==> src/rtl/spi_reg_bank.sv <==
// -----------------------------------------------------------------------------
// spi_reg_bank
// Command interpreter and small control-register bank placed right after an
// SPI slave. Each cmd_valid strobe delivers one command byte that is decoded
// as SET_ADDR / LOAD_LO / COMMIT / MISC. 'response' is re-registered every
// clock so that the SPI slave always has the byte for its next transaction.
//
// Ports
//   clk        in   system clock, posedge
//   rst        in   asynchronous active-high reset
//   cmd        in   [7:0] command byte, qualified by cmd_valid
//   cmd_valid  in   one-cycle strobe per command byte
//   response   out  [7:0] registered read-back / status byte
//   ext_in     in   [7:0] live value seen through register NREGS-1
//   regs_flat  out  [8*(NREGS-1)-1:0] R/W registers, reg i at [8*i+7:8*i]
//   wr_strobe  out  one-cycle pulse on every successful commit
//   wr_addr    out  [2:0] address of the last successful commit
// -----------------------------------------------------------------------------
module spi_reg_bank #(
  parameter int         NREGS     = 8,
  parameter logic [7:0] RESET_VAL = 8'h00
) (
  input  logic                     clk,
  input  logic                     rst,
  input  logic [7:0]               cmd,
  input  logic                     cmd_valid,
  output logic [7:0]               response,
  input  logic [7:0]               ext_in,
  output logic [8*(NREGS-1)-1:0]   regs_flat,
  output logic                     wr_strobe,
  output logic [2:0]               wr_addr
);

  localparam int         NRW       = NREGS - 1;
  localparam logic [2:0] LAST_ADDR = 3'(NREGS - 1);

  localparam logic [1:0] OP_SET_ADDR = 2'b00;
  localparam logic [1:0] OP_LOAD_LO  = 2'b01;
  localparam logic [1:0] OP_COMMIT   = 2'b10;
  localparam logic [1:0] OP_MISC     = 2'b11;

  localparam logic [5:0] MISC_NOP      = 6'h00;
  localparam logic [5:0] MISC_STATUS   = 6'h01;
  localparam logic [5:0] MISC_SOFT_RST = 6'h3F;

  logic [8*NRW-1:0] regs_r;
  logic [2:0]       addr_r;
  logic [3:0]       stage_r;
  logic             err_r;
  logic [6:0]       cmd_count_r;
  logic             status_mode_r;
  logic [7:0]       status_snap_r;

  logic [7:0]       rd_data_s;
  logic [7:0]       commit_val_s;
  logic [2:0]       addr_inc_s;

  // Select one R/W register by address; compares against constant indices so
  // no out-of-range part-select is ever formed.
  function automatic logic [7:0] reg_at(input logic [8*NRW-1:0] bank,
                                        input logic [2:0]       a);
    logic [7:0] v;
    v = 8'h00;
    for (int i = 0; i < NRW; i++) begin
      if (a == 3'(i)) begin
        v = bank[8*i +: 8];
      end
    end
    return v;
  endfunction

  assign regs_flat = regs_r;

  // Read mux, commit value and wrapping address increment.
  always_comb begin
    rd_data_s    = reg_at(regs_r, addr_r);
    commit_val_s = {cmd[3:0], stage_r};
    if (addr_r == LAST_ADDR) begin
      addr_inc_s = 3'd0;
    end else begin
      addr_inc_s = addr_r + 3'd1;
    end
  end

  // Command decode and all architectural state updates.
  always_ff @(posedge clk or posedge rst) begin
    if (rst) begin
      regs_r        <= {NRW{RESET_VAL}};
      addr_r        <= 3'd0;
      stage_r       <= 4'd0;
      err_r         <= 1'b0;
      cmd_count_r   <= 7'd0;
      status_mode_r <= 1'b0;
      status_snap_r <= 8'h00;
      wr_strobe     <= 1'b0;
      wr_addr       <= 3'd0;
    end else begin
      wr_strobe <= 1'b0;
      if (cmd_valid) begin
        cmd_count_r   <= cmd_count_r + 7'd1;
        status_mode_r <= 1'b0;
        case (cmd[7:6])
          OP_SET_ADDR: begin
            if ({1'b0, cmd[2:0]} < 4'(NREGS)) begin
              addr_r <= cmd[2:0];
            end else begin
              err_r <= 1'b1;
            end
          end
          OP_LOAD_LO: begin
            stage_r <= cmd[3:0];
          end
          OP_COMMIT: begin
            if (addr_r == LAST_ADDR) begin
              err_r <= 1'b1;
            end else begin
              for (int i = 0; i < NRW; i++) begin
                if (addr_r == 3'(i)) begin
                  regs_r[8*i +: 8] <= commit_val_s;
                end
              end
              wr_strobe <= 1'b1;
              wr_addr   <= addr_r;
            end
            // Increment is independent of the write outcome.
            if (cmd[4]) begin
              addr_r <= addr_inc_s;
            end
          end
          OP_MISC: begin
            case (cmd[5:0])
              MISC_NOP: begin
              end
              MISC_STATUS: begin
                // Snapshot uses the values before this command's updates.
                status_snap_r <= {err_r, cmd_count_r};
                err_r         <= 1'b0;
                status_mode_r <= 1'b1;
              end
              MISC_SOFT_RST: begin
                regs_r  <= {NRW{RESET_VAL}};
                addr_r  <= 3'd0;
                stage_r <= 4'd0;
              end
              default: begin
                err_r <= 1'b1;
              end
            endcase
          end
          default: begin
            err_r <= 1'b1;
          end
        endcase
      end
    end
  end

  // Response byte for the next SPI transaction, refreshed every clock.
  always_ff @(posedge clk or posedge rst) begin
    if (rst) begin
      response <= 8'h00;
    end else if (status_mode_r) begin
      response <= status_snap_r;
    end else if (addr_r == LAST_ADDR) begin
      response <= ext_in;
    end else begin
      response <= rd_data_s;
    end
  end

endmodule

==> config.mk <==
export PLATFORM = sky130hd
export DESIGN_NAME = spi_reg_bank
export DESIGN_NICKNAME = d
export VERILOG_FILES = /design/src/rtl/spi_reg_bank.sv
export SDC_FILE = /design/constraint.sdc
export NUM_CORES = 1
export LEC_CHECK = 0
export ABC_AREA = 1
export BUFFER_PORTS_ARGS = -buffer_cell sky130_fd_sc_hd__buf_2
export CORE_MARGIN = 1
export CORE_UTILIZATION = 30
export DETAILED_ROUTE_END_ITERATION = 6
export GPL_ROUTABILITY_DRIVEN = 0
export PLACE_DENSITY = 0.5
export SLEW_MARGIN = 0
export SYNTH_ARGS = -nofsm -noshare
export SYNTH_HDL_FRONTEND = slang
export SYNTH_SLANG_ARGS = --single-unit
==> constraint.sdc <==
create_clock -name clk -period 5.45 [get_ports clk]
set_clock_uncertainty 0.1 [all_clocks]
set_input_delay 1.09 -clock clk [delete_from_list [all_inputs] [get_ports clk]]
set_output_delay 1.09 -clock clk [all_outputs]
set_load 0.01 [all_outputs]
==> impl_metrics.toml, run 1 <==
[outcome]
status = "finished, final reports clean"

[synthesis]
synthesis.nets = 641
syn_inst = 612
ys_top_cells_by_count = "nand2_1, inv_1, dfrtp_1"
synth_warnings = 0
synth_top_cell_area_share = 0.492
synth_edf_count = 0
synthDistinctLibCells = 26
synth_area_leaders = "dfrtp_1, nand2_1, o21ai_0"
syn-cell-area_um2 = 4680
synth_most_common_cell = "nand2_1"
yosysSeqAreaShare = 0.492
netlist.top_cell.by_area = "dfrtp_1"
async_flop_share = 1.00
ys.flop_type = "dfrtp_1"
synth-seq-cells = 92
synth.avg_cell_area_um2 = 7.65

[worst_setup_path]
r2r_slack_ns = 3.14
path_class = "primary input to flop"
slowest_stage = "a21oi_2"
endpoint = "regs_flat[25]$_DFFE_PP0P_"
crit_chain = "buf_2 > inv_1 > ha_1 > nor2_1 > nor2_1 > nand3_4 > a21oi_2 > o21ai_0"
r2r-start = "addr_r[2]$_DFFE_PP0P_"
cp-startpoint = "cmd[6]"
cp-start-kind = "primary input"
slowest_delay_ns = 0.53
critPathArrivalTime_ns = 3.15
worstPathRequired_ns = 5.55
cp_max_fo = 22
cp-end-kind = "flop"
cp_common_cell = "nor2_1"
worstRegToRegCells = 12
worstReg2RegEnd = "response[0]$_DFF_PP0_"

[die]
coreArea_um2 = 15200
die_h_um = 127
die_area_um2 = 16100
num_rows = 45
die_w_um = 127
initial_core_util = 0.308
io_pins = 87

[power]
p_leak_nw = 2.97
ir_worst_vdd_mv = 0.163
power.density_nw_per_um2 = 458

[cts]
root_buffer = "clkbuf_16"
cts_buffers = 9
worstSkewPairLatency_ns = 0.35
clockBufferDepth = 2
cts_tree = "done"
clock-sinks = 92
cts_resized = 0
htree_levels = 3
cts_hold_buf = 0
cts_setup_buffers = 0
path_clk_slew_ns = 0.06

[global_routing]
grt_util_all_layers = 0.170
grt_max_degree = 54
grt_pass1_wl_um = 20500
antenna_found_initial = 0
grt_overflow_total = 0
grt_pass1_vias = 3895

[timing]
finalCritPeriodShare = 0.560
grt_setup_unrepaired = "no"
finalWorstSetupSlack_ns = 2.40
hold_viol = 0
tightest_slew_ns = 1.06
fmax_ghz = 0.328
setup-violations-final = 0
fin_tns_setup_ns = 0
hold_ws_ns = 0.366
period_minus_slack_ns = 3.05
drv_slew = 0
max_slew_margin = 0.289

[place]
pre_cts_ws_ns = 2.05
dpl.hpwl_um = 9480
io_buffers = 86

[routing]
post_drt_wl_per_cell_um = 14.8
dr.pass1.iters = 4
drt-vias-per-instance = 4.60
drc_errors = 0
drtAntennaViolNets = 0
drt_iter0_markers = 317
vias = 4051
wirelength_um = 13100

[final_layout]
syn2layout_area_growth_pct = 18.6
nets = 718
antenna_cells = 0
drive_gt1_frac = 0.166
fillers = 1604

[hold_path]
hold_path_class = "flop to flop"

[run]
drv_cap = 0
## how the worst min path moves through the flow
| stage | start | endpoint | slack [ns] | depth (start not counted) |
|---|---|---|---|---|
| 2_1_floorplan | cmd_count_r[6]$_DFFE_PP0P_ | cmd_count_r[6]$_DFFE_PP0P_ | 0.34 | 1 |
| 4_1_cts | cmd_count_r[6]$_DFFE_PP0P_ | cmd_count_r[6]$_DFFE_PP0P_ | 0.37 | 1 |
| 6_report | cmd_count_r[6]$_DFFE_PP0P_ | cmd_count_r[6]$_DFFE_PP0P_ | 0.37 | 1 |
| 3_3_place_gp | cmd_count_r[6]$_DFFE_PP0P_ | cmd_count_r[6]$_DFFE_PP0P_ | 0.36 | 1 |
| 3_5_place_dp | cmd_count_r[6]$_DFFE_PP0P_ | cmd_count_r[6]$_DFFE_PP0P_ | 0.36 | 1 |
| 5_1_grt | cmd_count_r[6]$_DFFE_PP0P_ | cmd_count_r[6]$_DFFE_PP0P_ | 0.40 | 1 |
## sequential cells by signal, summed over array words and instances (netlist names), 3 cells and up
name           flops
response           8
addr_r             3
regs_flat         56
cmd_count_r        7
stage_r            4
status_snap_r      8
wr_addr            3
## cells by family after synthesis
group / after synthesis / share of synthesized area
simple gates: 262 / 0.222
buf+inv: 124 / 0.107
compound gates: 113 / 0.130
flops: 92 / 0.492
fa+ha+maj: 10 / 0.0267
xor+xnor: 6 / 0.0112
mux: 5 / 0.0120
## power by group
part           switching (W)  leakage [nW]  total [W]  internal [W]
registers           0.000138          1.14    0.00102      0.000885
logic               0.000556          1.68   0.000848      0.000292
clock network       0.000259         0.149   0.000669      0.000410
## placed cells by master, fill, tap and decap left out
cell type,n
clkinv_2,1
dfrtp_1,92
inv_1,101
nand3_4,1
buf_4,1
mux2_2,5
inv_2,1
ha_1,10
xor2_1,6
o22ai_1,2
nor3_1,2
nor2_1,43
nor2_2,2
o31ai_1,1
buf_2,86
o21ai_0,85
clkbuf_8,1
nand2_2,1
a21oi_2,3
o211ai_1,1
bufinv_16,2
clkbuf_16,9
o21ai_1,4
nand2_1,190
nand4_1,1
nand3_1,22
a21oi_1,15
clkbuf_1,2
a21oi_4,2
## worst max-delay path, delay by kind of cell
kind                       cells  cell delay (ns)
AOI/OAI and AO/OA              2             0.71
and+or+nand+nor                3             0.67
adders and majority gates      1             0.50
buffers and inverters          2             0.17
## metrics by stage
| step | instances | cell area, µm² | util | total power [W] |
|---|---|---|---|---|
| floorplan | 612 | 4680 | - | 0.00153 |
| global placement | 866 | 5240 | 0.345 | 0.00188 |
| detailed placement | 866 | 5240 | 0.345 | 0.00189 |
| CTS | 880 | 5550 | 0.365 | 0.00257 |
| global route | 880 | 5550 | 0.365 | 0.00272 |
| finish | 880 | 5550 | 0.365 | 0.00254 |
## routing by layer
| layer | global-route usage | vias to the layer above | share of wire |
|---|---|---|---|
| li1 | - | 2047 | - |
| met1 | 0.234 | 1869 | 0.49 |
| met2 | 0.256 | 108 | 0.44 |
| met3 | 0.0321 | 27 | 0.051 |
| met4 | 0.0819 | 0 | 0.029 |
| met5 | 0 | - | 0 |
## cell type report
class	instances	area (µm²)	share of cell area
Sequential cell	92	2300	0.415
Multi-Input combinational cell	396	1880	0.339
Timing Repair Buffer	87	438	0.0789
Inverter	103	388	0.0699
Clock buffer	12	246	0.0444
Tap cell	188	235	0.0424
Clock inverter	2	60.1	0.0108
(Power assumes the default switching activity.)
==> inputs of run 2 (changes only) <==
ABC_AREA = 0   (was 1)
PLACE_DENSITY = 0.52   (was 0.5)
clock period = 2.6 ns   (was 5.45 ns; I/O delays follow)
==> impl_metrics.toml, run 2 <==
[worst_setup_path]
slowest_stage = "nor2b_1"
path_class = "flop to flop"
worstPathRequired_ns = 2.78
cp-start-kind = "flop"
crit_chain = "inv_1 > ha_1 > nor2b_1 > a221oi_1 > o22ai_1 > a221o_1"
cp-startpoint = "addr_r[0]$_DFFE_PP0P_"
path_buf_inv = 1
r2r-start = "addr_r[0]$_DFFE_PP0P_"
cp_max_fo = 8
cp-end-kind = "flop"
critical_path.top_delay_family = "compound AO/OA/AOI/OAI gates"
slowest_delay_ns = 0.66
critPathArrivalTime_ns = 2.53

[timing]
hold_ws_ns = 0.234
max_slew_margin = 0.432
grt_setup_unrepaired = "no"
period_minus_slack_ns = 2.35
drv_slew = 0
finalCritPeriodShare = 0.905
hold_viol = 0
fin_tns_setup_ns = 0
setup-violations-final = 0
fmax_ghz = 0.425
tightest_slew_ns = 0.850

[final_layout]
largest_register_ffs = 56
antenna_cells = 0
final_common_cell = "dfrtp_1"
fillers = 1447
nets = 515
final_cell_mix = "dfrtp_1, buf_2, mux2_2"
regArea_um2 = 2300
multi_input_comb_area_um2 = 1960
syn2layout_area_growth_pct = 23.0
drive_gt1_frac = 0.351

[global_routing]
antenna_found_initial = 0
grt_overflow_total = 0
grt_max_degree = 39
grt_pass1_vias = 3530
grt_util_all_layers = 0.184
grt_pass1_wl_um = 20400

[die]
die_h_um = 124
die_area_um2 = 15300
coreArea_um2 = 14500
die_w_um = 124
num_rows = 44
io_pins = 87
initial_core_util = 0.307

[routing]
drt_iter0_markers = 248
drc_errors = 0
wirelength_um = 13500
wl_met1_um = 6240
dr_wl_met3_um = 878
vias = 3639
met2WireLength_um = 6270
drt-vias-per-instance = 5.40
drtAntennaViolNets = 0
highest_layer = "met4"
post_drt_wl_per_cell_um = 20.0
dr.pass1.iters = 6

[power]
ir_worst_vdd_mv = 0.430
power.density_nw_per_um2 = 1070
power.share.clock = 0.211
combPwrFrac = 0.389
p_int_w = 0.00362
p_leak_nw = 2.59
power.share.switching = 0.381
p_switching_w = 0.00223
power_frac_seq = 0.399

[outcome]
status = "finished, final reports clean"

[cts]
clockBufferDepth = 2
cts_tree = "done"
cts_hold_buf = 0
worstSkewPairLatency_ns = 0.35
htree_levels = 3
cts_setup_buffers = 0
cts_resized = 0
path_clk_slew_ns = 0.07
cts_buffers = 9
clock-sinks = 92
root_buffer = "clkbuf_16"

[synthesis]
netlist.top_cell.by_area = "dfrtp_1"
synthDistinctLibCells = 40
synth_edf_count = 0
syn-cell-area_um2 = 4450
synth_top_cell_area_share = 0.517
yosysSeqAreaShare = 0.517
ys.flop_type = "dfrtp_1"
synth_warnings = 0
synthesis.nets = 422
ys_top_cells_by_count = "dfrtp_1, mux2_2, a32o_1, o21ai_0, nand2_1"
syn_inst = 393
synth.avg_cell_area_um2 = 11.3
async_flop_share = 1.00
synth_area_leaders = "dfrtp_1, mux2_2, a32o_1"
synth_most_common_cell = "dfrtp_1"
synth-seq-cells = 92

[place]
dpl.hpwl_um = 9990
io_buffers = 86

[run]
drv_cap = 0

[hold_path]
hold_path_class = "primary input to async pin"
==> run 2: metal layers <==
metal  global-route usage  vias to the layer above
met5                    0                        -
met4               0.0452                        0
met3               0.0440                       13
met2                0.277                      125
met1                0.264                     1859
li1                     -                     1642
==> run 2: layout make-up <==
cell class / count / share of cell area
inverters: 18 / 0.0130
clock buffers: 11 / 0.0462
repair buffers: 109 / 0.115
flip-flops and latches: 92 / 0.421
multi-input cells: 256 / 0.359
clock inverters: 4 / 0.00457
well taps: 184 / 0.0421
==> run 2: cells by family (layout without fill, tap and decap cells) <==
kind of cell             Yosys count  in the layout  synth area share
buffers and inverters             45            142            0.0416
flip-flops                        92             92             0.517
AND/OR/NAND/NOR                   75             75            0.0854
multiplexers                      50             50             0.125
XOR/XNOR                           6              6            0.0118
AO/OA/AOI/OAI                    115            115             0.191
adder cells (fa/ha/maj)           10             10            0.0281
==> run 2: worst paths after layout <==
check                      cells after the start                          to  slack, ns
setup / recovery                               6       response[2]$_DFF_PP0_       0.25
max in group asynchronous                      3   regs_flat[18]$_DFFE_PP0P_       1.50
hold / removal                                 2       addr_r[0]$_DFFE_PP0P_       0.23
min in group clk                               1  cmd_count_r[6]$_DFFE_PP0P_       0.38
hold reg to reg                                1  cmd_count_r[6]$_DFFE_PP0P_       0.38
setup reg to reg                               6       response[2]$_DFF_PP0_       0.25
==> run 2: through the flow <==
stage / power, W / worst slack, ns / util / cell area [µm²] / cells
5_1_grt: 0.00620 / 0.179 / 0.378 / 5470 / 674
4_1_cts: 0.00587 / 0.325 / 0.378 / 5470 / 674
3_3_place_gp: 0.00459 / 0.205 / 0.359 / 5200 / 659
2_1_floorplan: 0.00360 / 0.552 / - / 4460 / 393
3_5_place_dp: 0.00463 / 0.189 / 0.359 / 5200 / 659
6_report: 0.00585 / 0.246 / 0.378 / 5470 / 674
==> run 2: power groups by stage <==
stage               Sequential [W]  Clock, W  Combinational (W)
global placement           0.00236         0            0.00223
finish                     0.00234   0.00123            0.00228
floorplan                  0.00244         0            0.00117
detailed placement         0.00237         0            0.00226
global route               0.00240   0.00130            0.00249
CTS                        0.00234   0.00126            0.00227
